===== src/rtl/microbot_nav_ctrl.sv =====
`default_nettype none
// =============================================================================
// microbot_nav_ctrl: debounced obstacle sensors driving a motion FSM with
// brake dead-time, turn dwell, reverse escape and PWM motor drive. Rev 1.0
// =============================================================================
module microbot_nav_ctrl #(
  parameter int PWM_BITS        = 8,
  parameter int DEBOUNCE_CYCLES = 4,
  parameter int DEAD_CYCLES     = 16,
  parameter int TURN_CYCLES     = 256,
  parameter int REVERSE_CYCLES  = 512
) (
  input  logic                clk,
  input  logic                rst_n,
  input  logic                ena,
  input  logic [2:0]          sensors,
  input  logic [PWM_BITS-1:0] speed,
  output logic [1:0]          motor_a,
  output logic [1:0]          motor_b,
  output logic [2:0]          state_o,
  output logic                busy
);

  typedef enum logic [2:0] {
    S_STANDBY = 3'd0,
    S_FWD     = 3'd1,
    S_RIGHT   = 3'd2,
    S_LEFT    = 3'd3,
    S_REV     = 3'd4,
    S_DEAD    = 3'd5
  } state_t;

  localparam int DBW     = $clog2(DEBOUNCE_CYCLES + 1);
  localparam int CNT_MAX = (TURN_CYCLES > REVERSE_CYCLES)
                         ? ((TURN_CYCLES > DEAD_CYCLES) ? TURN_CYCLES : DEAD_CYCLES)
                         : ((REVERSE_CYCLES > DEAD_CYCLES) ? REVERSE_CYCLES : DEAD_CYCLES);
  localparam int CW      = $clog2(CNT_MAX + 1);

  localparam logic [DBW-1:0] c_db_last   = DBW'(DEBOUNCE_CYCLES - 1);
  localparam logic [CW-1:0]  c_turn_last = CW'(TURN_CYCLES - 1);
  localparam logic [CW-1:0]  c_turn_full = CW'(TURN_CYCLES);
  localparam logic [CW-1:0]  c_rev_last  = CW'(REVERSE_CYCLES - 1);
  localparam logic [CW-1:0]  c_dead_last = CW'(DEAD_CYCLES - 1);

  logic [2:0]     sync1_q, sync2_q, filt_q;
  logic [DBW-1:0] db_cnt_q [3];

  always_ff @(posedge clk or negedge rst_n) begin
    if (!rst_n) begin
      sync1_q <= '0;
      sync2_q <= '0;
      filt_q  <= '0;
      for (int i = 0; i < 3; i++) db_cnt_q[i] <= '0;
    end else begin
      sync1_q <= sensors;
      sync2_q <= sync1_q;
      for (int i = 0; i < 3; i++) begin
        if (sync2_q[i] == filt_q[i]) begin
          db_cnt_q[i] <= '0;
        end else if (db_cnt_q[i] == c_db_last) begin
          db_cnt_q[i] <= '0;
          filt_q[i]   <= sync2_q[i];
        end else begin
          db_cnt_q[i] <= db_cnt_q[i] + DBW'(1);
        end
      end
    end
  end

  state_t w_req;
  always_comb begin
    w_req = S_FWD;
    case (filt_q)
      3'b001, 3'b101:         w_req = S_LEFT;
      3'b010, 3'b100, 3'b110: w_req = S_RIGHT;
      3'b111:                 w_req = S_REV;
      default:                w_req = S_FWD;
    endcase
  end

  state_t        state_q, target_q, prev_q;
  logic          tgt_req_q, busy_q;
  logic [CW-1:0] cnt_q;
  state_t        w_exit;

  // A request-driven brake may fall back to the pre-brake state if the request reverted.
  assign w_exit = (tgt_req_q && (w_req == prev_q)) ? prev_q : target_q;

  always_ff @(posedge clk or negedge rst_n) begin
    if (!rst_n) begin
      state_q   <= S_STANDBY;
      target_q  <= S_STANDBY;
      prev_q    <= S_STANDBY;
      tgt_req_q <= 1'b0;
      cnt_q     <= '0;
      busy_q    <= 1'b0;
    end else if (!ena) begin
      state_q   <= S_STANDBY;
      target_q  <= S_STANDBY;
      tgt_req_q <= 1'b0;
      cnt_q     <= '0;
      busy_q    <= 1'b0;
    end else begin
      case (state_q)
        S_STANDBY: begin
          state_q <= w_req;
          cnt_q   <= '0;
          busy_q  <= (w_req != S_FWD);
        end
        S_FWD: begin
          if (w_req != S_FWD) begin
            state_q   <= S_DEAD;
            target_q  <= w_req;
            prev_q    <= S_FWD;
            tgt_req_q <= 1'b1;
            cnt_q     <= '0;
            busy_q    <= 1'b1;
          end
        end
        S_RIGHT, S_LEFT: begin
          if ((cnt_q >= c_turn_last) && (w_req != state_q)) begin
            state_q   <= S_DEAD;
            target_q  <= w_req;
            prev_q    <= state_q;
            tgt_req_q <= 1'b1;
            cnt_q     <= '0;
            busy_q    <= 1'b1;
          end else begin
            if (cnt_q != c_turn_full) cnt_q <= cnt_q + CW'(1);
            busy_q <= (cnt_q < c_turn_last);
          end
        end
        S_REV: begin
          if (cnt_q == c_rev_last) begin
            state_q   <= S_DEAD;
            target_q  <= S_RIGHT;
            prev_q    <= S_REV;
            tgt_req_q <= 1'b0;
            cnt_q     <= '0;
            busy_q    <= 1'b1;
          end else begin
            cnt_q <= cnt_q + CW'(1);
          end
        end
        S_DEAD: begin
          if (cnt_q == c_dead_last) begin
            state_q <= w_exit;
            cnt_q   <= '0;
            busy_q  <= (w_exit != S_FWD);
          end else begin
            cnt_q <= cnt_q + CW'(1);
          end
        end
        default: begin
          state_q <= S_STANDBY;
          cnt_q   <= '0;
          busy_q  <= 1'b0;
        end
      endcase
    end
  end

  logic [PWM_BITS-1:0] pwm_cnt_q, w_duty;
  logic [1:0]          w_dir_a, w_dir_b, motor_a_q, motor_b_q;
  logic                w_pwm_on;

  // Direction codes are one-hot per motor, so fwd and rev can never be high together.
  always_comb begin
    w_duty  = '0;
    w_dir_a = 2'b00;
    w_dir_b = 2'b00;
    case (state_q)
      S_FWD:   begin w_duty = speed;      w_dir_a = 2'b10; w_dir_b = 2'b10; end
      S_RIGHT: begin w_duty = speed >> 1; w_dir_a = 2'b10; w_dir_b = 2'b01; end
      S_LEFT:  begin w_duty = speed >> 1; w_dir_a = 2'b01; w_dir_b = 2'b10; end
      S_REV:   begin w_duty = speed;      w_dir_a = 2'b01; w_dir_b = 2'b01; end
      default: begin w_duty = '0;         w_dir_a = 2'b00; w_dir_b = 2'b00; end
    endcase
  end

  assign w_pwm_on = (pwm_cnt_q < w_duty);

  always_ff @(posedge clk or negedge rst_n) begin
    if (!rst_n) begin
      pwm_cnt_q <= '0;
      motor_a_q <= 2'b00;
      motor_b_q <= 2'b00;
    end else begin
      pwm_cnt_q <= pwm_cnt_q + PWM_BITS'(1);
      motor_a_q <= w_dir_a & {2{w_pwm_on}};
      motor_b_q <= w_dir_b & {2{w_pwm_on}};
    end
  end

  assign motor_a = motor_a_q;
  assign motor_b = motor_b_q;
  assign state_o = state_q;
  assign busy    = busy_q;

endmodule
`default_nettype wire


===== config.mk =====
export PLATFORM = sky130hd
export DESIGN_NAME = microbot_nav_ctrl
export DESIGN_NICKNAME = d
export VERILOG_FILES = /design/src/rtl/microbot_nav_ctrl.sv
export SDC_FILE = /design/constraint.sdc
export NUM_CORES = 1
export LEC_CHECK = 0
export CORE_MARGIN = 10
export CORE_UTILIZATION = 63
export CTS_CLUSTER_SIZE = 25
export DETAILED_ROUTE_END_ITERATION = 8
export GPL_ROUTABILITY_DRIVEN = 0
export MAX_ROUTING_LAYER = met4
export PLACE_DENSITY = 0.9
export SLEW_MARGIN = 25
export SYNTH_ARGS = -nofsm -noshare
export SYNTH_HDL_FRONTEND = slang
export SYNTH_SLANG_ARGS = --single-unit

===== constraint.sdc =====
create_clock -name clk -period 5.4 [get_ports clk]
set_input_delay 0.54 -clock clk [delete_from_list [all_inputs] [get_ports clk]]
set_output_delay 0.54 -clock clk [all_outputs]
set_load 0.01 [all_outputs]

==> qor.yml <==
arrival_ps: 3210
maxSlewHeadroom_pct: 39.42
cp-end-kind: "flip-flop"
clock_tree.root_cell: "sky130_fd_sc_hd__clkbuf_8"
timing.final.max_slew_violations: 0
grt_pass1_vias: 2323
synth.cell_area_um2: 3059
pre_cts_ws_ps: 2522
rr_startpoint: "state_o[1]$_DFFE_PN0P_"
dieHeight_um: 89.69
fin_setup_tns_ps: 0
postSynth.asyncResetShare_pct: 100.0
synth_ff_type: "sky130_fd_sc_hd__dfrtp_1"
run_status: "complete, no violations"
hold_buffers: 0
synth-edff-count: 0
data_required_time_of_the_critical_path_ps: 5620
route.antenna.remaining_nets: 0
grt_overflow: 0
port-buffer-count: 21
yosys_register_bits: 51
gr-usage-met2_pct: 26.39
grt_max_degree: 52
hold_viol_final: 0
final_cell_mix: "51 x sky130_fd_sc_hd__dfrtp_1, 28 x sky130_fd_sc_hd__nor2_1, 24 x sky130_fd_sc_hd__nand2_1"
cts_htree_levels: 2
reg2reg_to: "cnt_q[9]$_DFFE_PN0P_"
busiest_layer: "met2"
proportion_of_layout_cells_with_a_drive_suffix_above_1_pct: 8.133
setup_viol: 0
tritoncts: "done"
worstSkewPairLatency_ps: 320
global_route_met3_usage_pct: 3.971
initial_utilization_pct: 64.77
setup.worst_path.class: "reg2reg"
layout_worst_path_cycle_share_pct: 55.43
cts-buffers-inserted: 5
p_leak_uw: 0.001395
avgViaCountPerCell: 6.391
worst-r2r-cell-count: 6
placementRows: 25
synthDistinctLibCells: 62
power.density_cell_area_nw_per_um2: 424.7
place.detailed.hpwl_um: 4599
setup_repair_after_global_routing_missed_its_margin: "false"
ir_worst_vdd_v: 0.0002050
nets: 361
clkSlewWorstSetupHoldPaths_ps: 110
first_pass_grt_wire_length_um: 11030
synth_area_per_cell_um2: 9.530
maximum_fanout_count_along_the_critical_path: 23
post-route-min-period_ps: 2993
antennaDiodeCount: 0
floorplan.io_pins: 22
yosys_synthesis_warning_count: 0
route.detailed.wl_per_inst_um: 16.18
max_freq_ghz: 0.3341
vias: 2550
commonest_non_fill_non_tap_cell_in_the_layout: "sky130_fd_sc_hd__dfrtp_1"
cts_buffer_depth: 2
first_pass_iters: 5
clock_skew_ps: 14.35
clkSinkCount: 51
grt_use_total_pct: 17.69
post_dp_cell_area_um2: 3259
synth_sequential_area_ratio_pct: 41.72
grt_antenna_before_repair: 0
timing.hold.worst.class: "in2async"
fp.dieArea_um2: 8043
use_met1_pct: 23.34
final_critical_path_setup_slack_ps: 2407
drc_errors: 0
post_cts_setup_repair_bufs: 0
gate_count_after_technology_mapping: 321
post_cts_resized: 0
core_area_um2: 4723
dieWidth_um: 89.69
syn-num-nets: 351
dr.first_iter.drc_count: 254
drt-total-wl_um: 6457
start_kind: "flip-flop"
signed_area_change_from_the_synthesized_netlist_to_the_final_layout_pct: 9.693
cap_viol_max_count: 0
timing.reg2reg.setup_slack_ps: 2410
tightest_slew_ps: 905.4
stdcell_area_um2: 3356
state kept, by name, summed over array words and instances, names as in the netlist:
name and cells:
sync1_q 3, busy 1, cnt_q 10, pwm_cnt_q 8, sync2_q 3, db_cnt_q 9, motor_b 2, filt_q 3
tgt_req_q 1, motor_a 2, prev_q 3, state_o 3, target_q 3
power by group:
part | internal, uW | switching [uW] | total, uW
Clock | 95.3 | 138 | 233
Combinational | 274 | 350 | 624
Sequential | 448 | 120 | 568
final cells by class:
| class | instances | area [um^2] |
|---|---|---|
| Clock buffer | 5 | 68.82 |
| Clock inverter | 3 | 27.53 |
| Fill cell | 344 | 1368 |
| Inverter | 14 | 52.55 |
| Multi-Input combinational cell | 238 | 1639 |
| Sequential cell | 51 | 1276 |
| Tap cell | 67 | 83.83 |
| Timing Repair Buffer | 21 | 207.7 |
layer usage:
layer,routed length [um],up-vias
met1,2870,1223
li1,-,1205
met4,114,0
met2,2917,109
met3,554,13
met5,0,-
worst max-delay path by stage:
stage | from | cells past startpoint | end
after floorplan | state_o[2]$_DFFE_PN0P_ | 12 | motor_a[1]$_DFF_PN0_
final | state_o[1]$_DFFE_PN0P_ | 6 | cnt_q[9]$_DFFE_PN0P_
after global routing | state_o[1]$_DFFE_PN0P_ | 6 | cnt_q[9]$_DFFE_PN0P_
after detailed placement | state_o[2]$_DFFE_PN0P_ | 9 | motor_a[1]$_DFF_PN0_
after CTS | state_o[1]$_DFFE_PN0P_ | 6 | cnt_q[9]$_DFFE_PN0P_
after global placement | state_o[2]$_DFFE_PN0P_ | 9 | motor_a[1]$_DFF_PN0_
worst max-delay path, stage by stage, from the launching register on:
cell,delay [ps]
sky130_fd_sc_hd__dfrtp_1,850
sky130_fd_sc_hd__ha_1,530
sky130_fd_sc_hd__inv_1,160
sky130_fd_sc_hd__a211oi_2,390
sky130_fd_sc_hd__or3b_1,530
sky130_fd_sc_hd__o211ai_1,160
sky130_fd_sc_hd__o311ai_1,270
cell usage after synthesis (5+ instances only):
| master | count | area, um^2 |
|---|---|---|
| sky130_fd_sc_hd__nand2b_1 | 5 | 31.28 |
| sky130_fd_sc_hd__nand2_1 | 24 | 90.09 |
| sky130_fd_sc_hd__nand3_1 | 17 | 85.08 |
| sky130_fd_sc_hd__ha_1 | 16 | 200.2 |
| sky130_fd_sc_hd__inv_1 | 13 | 48.80 |
| sky130_fd_sc_hd__o21ai_0 | 10 | 50.05 |
| sky130_fd_sc_hd__a21oi_1 | 10 | 50.05 |
| sky130_fd_sc_hd__buf_2 | 6 | 30.03 |
| sky130_fd_sc_hd__and3_1 | 5 | 31.28 |
| sky130_fd_sc_hd__nor3_1 | 10 | 50.05 |
| sky130_fd_sc_hd__xnor2_1 | 11 | 96.34 |
| sky130_fd_sc_hd__nor2b_1 | 5 | 31.28 |
| sky130_fd_sc_hd__nor2_1 | 28 | 105.1 |
| sky130_fd_sc_hd__o2111ai_1 | 13 | 113.9 |
| sky130_fd_sc_hd__clkbuf_1 | 7 | 26.28 |
| sky130_fd_sc_hd__o211ai_1 | 5 | 37.54 |
| sky130_fd_sc_hd__dfrtp_1 | 51 | 1276 |
| sky130_fd_sc_hd__a22oi_1 | 8 | 60.06 |
metrics by stage:
| stage | power [uW] | hold slack [ps] | std cells | util [%] |
|---|---|---|---|---|
| 5_1_grt | 1527 | 283.2 | 399 | 71.05 |
| 6_report | 1425 | 228.8 | 399 | 71.05 |
| 3_5_place_dp | 1184 | 336.4 | 391 | 69.01 |
| 2_1_floorplan | 1030 | 244.4 | 321 | - |
| 3_3_place_gp | 1160 | 331.1 | 391 | 68.95 |
| 4_1_cts | 1419 | 253.4 | 399 | 71.05 |
logic make-up (layout without fill, tap and decap cells):
group	after synthesis	after routing	share of synthesized area (%)
compound gates	76	76	18.45
xor+xnor	14	14	4.008
fa+ha+maj	17	17	6.871
buf+inv	32	43	4.703
flops	51	51	41.72
mux	5	5	1.759
simple gates	126	126	22.50
Note: power is estimated with default switching activity, not from simulation.
